File: src/rtl/seqrec_feed_ctrl.sv
// seqrec_feed_ctrl: feeds parallel words bit-serially to a sequence recognizer and collects its per-bit match map
module seqrec_feed_ctrl #(
  parameter int W = 8,
  parameter int Z_LAT = 0,
  parameter bit MSB_FIRST = 1'b1,
  localparam int CNT_W = $clog2(W + 1)
) (
  input  logic             CLK,
  input  logic             nRESET,
  input  logic             in_valid,
  output logic             in_ready,
  input  logic [W-1:0]     in_data,
  input  logic             abort,
  output logic             X,
  input  logic             Z,
  output logic             rec_clr,
  output logic             busy,
  output logic             done,
  output logic [CNT_W-1:0] match_cnt,
  output logic [W-1:0]     match_map
);
  localparam int PW = $clog2(W);
  localparam logic [CNT_W-1:0] WM1 = CNT_W'(W - 1);
  typedef enum logic [2:0] {IDLE, CLR, SHIFT, DRAIN, DONE} state_t;
  state_t state, nxt;
  logic [W-1:0] sh, shl;
  logic [CNT_W-1:0] idx;
  logic [1:0] dcnt;
  logic [PW-1:0] curPos, smpP;
  logic lastSlot, kill, fb, smpV;
  assign in_ready = state == IDLE;
  assign busy = state != IDLE;
  assign done = state == DONE;
  assign rec_clr = state == CLR;
  assign lastSlot = state == SHIFT && idx == WM1;
  assign kill = abort && busy && !done;
  assign fb = MSB_FIRST ? sh[W-1] : sh[0];
  assign shl = MSB_FIRST ? {sh[W-2:0], 1'b0} : {1'b0, sh[W-1:1]};
  assign curPos = MSB_FIRST ? PW'(WM1 - idx) : PW'(idx);
  always_comb begin
    nxt = state;
    case (state)
      IDLE:    if (in_valid) nxt = CLR;
      CLR:     nxt = SHIFT;
      SHIFT:   if (lastSlot) nxt = (Z_LAT == 0) ? DONE : DRAIN;
      DRAIN:   if (dcnt == 2'(Z_LAT - 1)) nxt = DONE;
      default: nxt = IDLE;
    endcase
    if (kill) nxt = IDLE;
  end
  always_ff @(posedge CLK or negedge nRESET)
    if (!nRESET) state <= IDLE;
    else state <= nxt;
  generate
    if (Z_LAT == 0) begin : g_direct
      assign smpV = state == SHIFT;
      assign smpP = curPos;
    end else begin : g_delay
      logic [Z_LAT-1:0] dv;
      logic [PW-1:0] dp [Z_LAT];
      always_ff @(posedge CLK or negedge nRESET)
        if (!nRESET) dv <= '0;
        else dv <= kill ? '0 : Z_LAT'({dv, state == SHIFT});
      always_ff @(posedge CLK) begin
        dp[0] <= curPos;
        for (int k = 1; k < Z_LAT; k++) dp[k] <= dp[k-1];
      end
      assign smpV = dv[Z_LAT-1];
      assign smpP = dp[Z_LAT-1];
    end
  endgenerate
  always_ff @(posedge CLK or negedge nRESET)
    if (!nRESET) begin
      sh <= '0;
      idx <= '0;
      dcnt <= '0;
      X <= 1'b0;
      match_cnt <= '0;
      match_map <= '0;
    end else begin
      sh <= (state == IDLE) ? in_data : shl;
      idx <= (state == SHIFT) ? idx + CNT_W'(1) : '0;
      dcnt <= (state == DRAIN) ? dcnt + 2'd1 : 2'd0;
      X <= !kill && (state == CLR || (state == SHIFT && !lastSlot)) && fb;
      if (state == IDLE && in_valid) begin
        match_cnt <= '0;
        match_map <= '0;
      end
      if (smpV && !kill) begin
        match_map[smpP] <= Z;
        match_cnt <= match_cnt + CNT_W'(Z);
      end
    end
endmodule

File: config.mk
export PLATFORM = sky130hd
export DESIGN_NAME = seqrec_feed_ctrl
export DESIGN_NICKNAME = d
export VERILOG_FILES = /design/src/rtl/seqrec_feed_ctrl.sv
export SDC_FILE = /design/constraint.sdc
export NUM_CORES = 1
export LEC_CHECK = 0
export BUFFER_PORTS_ARGS = -buffer_cell sky130_fd_sc_hd__buf_4
export CORE_MARGIN = 5
export CORE_UTILIZATION = 45
export DETAILED_ROUTE_END_ITERATION = 6
export GPL_TIMING_DRIVEN = 1
export PLACE_DENSITY = 0.77
export SKIP_LAST_GASP = 1
export SLEW_MARGIN = 0
export SYNTH_ARGS = -nofsm -noshare
export SYNTH_HDL_FRONTEND = slang
export SYNTH_SLANG_ARGS = --single-unit
File: constraint.sdc
create_clock -name CLK -period 2.27 [get_ports CLK]
set_clock_uncertainty 0.1 [all_clocks]
set_input_delay 0.1135 -clock CLK [delete_from_list [all_inputs] [get_ports CLK]]
set_output_delay 0.1135 -clock CLK [all_outputs]
set_load 0.005 [all_outputs]
# Word-level counts from Yosys, hierarchy flattened
# Index checks and enable logic that the tools add are counted.
# word_totals
regBits,30
in_bits,13
output_inout_bits,17
wordCells,54
# classes
addsub,4
n_lt_le_gt_ge,2
eq_ne,9
n_mux,15
n_reduce_logical,17
# op_table
cell,count
$mux 8,3
$mux 3,4
$mux 4,3
$pmux 3 s4,1
$logic_and 1x1->1,9
$bwmux 8,1
$eq 3x2->1 const B,2
$ne 3x3->1 const B,2
$add 4x1->4,1
$add 4x1->4 const B,1
$eq 4x3->1 const B,1
$lt 3x4->1 const B,1
$demux 1 s3,1
$eq 3x1->1 const B,1
$eq 3x3->1 const B,1
$ge 3x1->1 const B,1
$logic_not 1->1,3
$logic_not 3->1,1
$ne 3x2->1 const B,1
$reduce_and 3->1,1
$reduce_bool 3->1,1
$sub 3x3->3 const A,1
$add 2x1->2 const B,1
$eq 2x2->1 const B,1
other kinds (4),4

# Depth between registers and ports, before layout
# depth
word_depth,7
ltp_mapped,5
mapped_depth_nobuf,4

# Worst setup path before layout
# No wires, ideal clock.
# synth_path
path_type,flip-flop to flip-flop
start,register state[2]
end,register match_map[5]
setup_time_ns,0.079
arrival_ns,1.553
required_ns,2.091
slack_ns,0.538
stages_incl_launch_ff,6
path_buffers,2
synth_period_minus_slack_ns,1.732
path_cell_list,dfrtp_1 > buf_6 > or4b_4 > buf_6 > nor4b_4 > mux2i_1
# synth_via
elab_chain_cells,6
elab_cells_between_ends,13
classes_between,eq/ne: 2; mux: 3; reduce/logical: 8
# synth_rtl
item,line_no,rtl
from (decl),25,"state_t state, nxt;"
from (signal assigned),53,else state <= nxt;
$eq 3x3->1 / $reduce_bool 3->1 (equally long branches),"33, 32",
$logic_not 1->1 / $logic_and 1x1->1 (equally long branches),36,assign kill = abort && busy && !done;
$logic_and 1x1->1,36,
$logic_not 1->1,89,if (smpV && !kill) begin
$logic_and 1x1->1,89,
$mux 8 (*),89,
to (signal assigned),79,match_map <= '0;
to (signal assigned),87,match_map <= '0;
"to (signal, indexed assignment)",90,match_map[smpP] <= Z;
to (decl),20,output logic [W-1:0] match_map
# Mark *: on every way between the ends. The rest lies on a longest branch, timed or not.
# A chain may end at the register's enable or synchronous reset.

# Worst setup path in the final report
# layout_path
start,register state[2]
end,register match_map[3]
# Same word-level chain as after synthesis.

==> metrics.md <==
| Metric | Value |
|---|---|
| Outcome | completed |
| Pwr Density | 931.6 nW/µm² |
| DP Wirelength | 1.856 mm |
| GPL Wtd Cong | 0.7826 |
| Setup TNS | 0 ns |
| Hold path endpoint | match_cnt[0]$_DFFE_PN0P_ |
| Clk_lat worst skew | 0.33 ns |
| Syn Inst Count | 124 |
| Buffers on Ports | 29 |
| Most used DFF post-synth | dfrtp_1 |
| Worst ir drop on vdd | 0.4877 mV |
| Avg Synthesized Cell Area | 11.67 µm² |
| Final setup fails | 0 |
| Layout cells sized above 1 | 33.33% |
| Non-Filler Instances | 209 |
| Largest stage delay, worst path | 0.67 ns |
| R2R setup slack | 0.44 ns |
| DR vias | 1034 |
| PostCTS Resize Cnt | 0 |
| DRC viols | 0 |
| Final period utilization | 80.63% |
| H-tree levels | 2 |
| Clock-pin slew on the worst setup and hold paths | 0.10 ns |
| CORE AREA | 3078 µm² |
| Post-synth EDFFs | 0 |
| Row cnt | 20 |
| Total grt overflow | 0 |
| Post-Syn Nets | 141 |
| Ant diodes | 0 |
| Critical path type | register to register |
| Max-slew violation count | 0 |
| Initial antenna violation count | 0 |
| Sink Count | 30 |
| Max frequency | 0.5463 GHz |
| CP max FO | 9 |
| Relative max-transition margin | 66.56% |
| Slowest CP cell | or4b_4 |
| Hold Path Class | input port to register |
| Antenna-violating nets left | 0 |
| First-pass GRT wire length | 5.002 mm |
| Setup crit end kind | register |
| CTS root buf | clkbuf_4 |
| Synth-to-Final Area Change | 30.94% |
| RSZ-0062 raised after global routing | false |
| TritonCTS clock tree | done |
| Synth unique cells | 40 |
| Post-synthesis sequential area ratio | 51.86% |
| Hold Startpoint | Z |
| Largest net degree at the start of global routing | 31 |
| Hold path cells | 4 |
| DR pass1 iterations | 4 |
| Worst endpoint required time | 2.42 ns |
| R2R depth | 3 |
| Post-route cell area | 1896 µm² |
| FF-to-FF Start | state[2]$_DFFE_PN0P_ |
| Drt initial violations | 29 |
| Post-Syn Area | 1448 µm² |
| DIE AREA | 4452 µm² |
| Total power after layout | 0.001766 W |
| GR Util All Layers | 15.38% |
| Post-layout minimum cycle time | 1.830 ns |
| Clk buf depth | 2 |
| Drt wl/cell | 13.65 µm |
| Hold Violations, Final | 0 |
| Vias in the first global route | 1054 |
| YS warnings | 0 |
| Tightest Pin Transition | 0.5015 ns |
| Vias per cell | 4.947 |
| Placed Cells | 191 |
| Post-DP Area | 1684 µm² |
| Crit path DAT | 1.98 ns |
| Async S/R FF share, synth | 100.0% |
| Commonest non-fill, non-tap cells in the layout | buf_4, dfrtp_1, nand2_1, dlygate4sd3_1, mux2i_1 |
| Ports | 30 |
| Commonest non-fill, non-tap cell in the layout | buf_4 |
| Initial Util | 47.03% |
| Net count, final | 181 |
| Maxcap violations | 0 |
| Chip Height | 66.72 µm |
| Synth Register Bits | 30 |
| Reg-to-reg endpoint | match_map[3]$_DFF_PN0_ |
| CP cell instances | or4b_4 > nor4b_4 > mux2i_1 |
| Clock buffer count from CTS | 5 |
| Critical Path Source Type | register |
| Detailed-route wire length | 2.852 mm |
| Die X | 66.72 µm |
| Leakage Power | 0.9228 nW |
metal layers:
| layer | GRT usage [%] | share of wire, % | wire [µm] |
|---|---|---|---|
| met1 | 19.79 | 43 | 1219 |
| met2 | 22.52 | 52 | 1472 |
| met3 | 6.239 | 4.3 | 122 |
| met4 | 6.853 | 1.3 | 37 |
| met5 | 0 | 0 | 0 |
cells in the mapped netlist, drive strengths merged, types with 2 or more instances:
cell type	count	area share, %
dfrtp	30	52
nand2	17	4.4
mux2i	8	5.5
inv	7	1.8
mux2	7	5.4
nor2	7	1.8
nand3	6	2.1
buf	5	2.7
ha	4	3.5
clkbuf	3	0.86
nor4b	3	4.3
nand4b	2	1.2
nor2b	2	0.86
or4b	2	1.6
xnor2	2	1.2
worst max-delay path: cells and delay by family (launching register included):
| kind | cells | cell delay, ns |
|---|---|---|
| muxes | 1 | 0.24 |
| DFF | 1 | 0.49 |
| and+or+nand+nor | 2 | 0.92 |
kinds of logic after synthesis:
logic type / after synthesis / synth area share (%)
simple gates: 47 / 20.74
compound gates: 10 / 5.792
mux: 15 / 10.98
xor+xnor: 3 / 1.815
fa+ha+maj: 4 / 3.457
flops: 30 / 51.86
buf+inv: 15 / 5.358
timing repair:
item	4_1_cts	5_1_grt
endpoints found under the hold margin	40	0
setup buffers	0	0
hold buffers	10	0
power breakdown:
group          leakage, nW  switching, W  internal, W
combinational        0.466      0.000201     0.000260
clock               0.0585      0.000190     0.000373
sequential           0.399     0.0000986     0.000643
total                0.923      0.000490      0.00128
worst max path at each step:
stage	start	to	cells after the start
3_5_place_dp	state[2]$_DFFE_PN0P_	match_map[3]$_DFF_PN0_	3
4_1_cts	state[2]$_DFFE_PN0P_	match_map[3]$_DFF_PN0_	3
5_1_grt	state[2]$_DFFE_PN0P_	match_cnt[3]$_DFFE_PN0P_	3
2_1_floorplan	state[2]$_DFFE_PN0P_	match_map[5]$_DFF_PN0_	5
3_3_place_gp	state[2]$_DFFE_PN0P_	match_map[1]$_DFF_PN0_	3
6_report	state[2]$_DFFE_PN0P_	match_map[3]$_DFF_PN0_	3
through the flow:
| stage | hold WS, ns | worst slack [ns] | util (%) |
|---|---|---|---|
| CTS | 0.002847 | 0.4263 | 61.59 |
| floorplan | -0.2821 | 0.5377 | - |
| finish | 0.01440 | 0.4396 | 61.59 |
| global placement | -0.04578 | 0.5375 | 54.72 |
| global route | 0.02486 | 0.3454 | 61.59 |
| detailed placement | -0.03455 | 0.4564 | 54.72 |
state kept, by name, summed over array words and instances, names as in the netlist:
register   count
X              1
sh             8
state          3
match_cnt      4
dcnt           2
match_map      8
idx            4
final cells by class:
class	instances	area [µm²]
Clock buffer	6	51.30
Multi-Input combinational cell	79	619.3
Clock inverter	2	60.06
Timing Repair Buffer	41	332.8
Tap cell	44	55.05
Inverter	7	26.28
Sequential cell	30	750.7
Fill cell	251	1182
No activity file was read; power rests on OpenSTA's default activity.
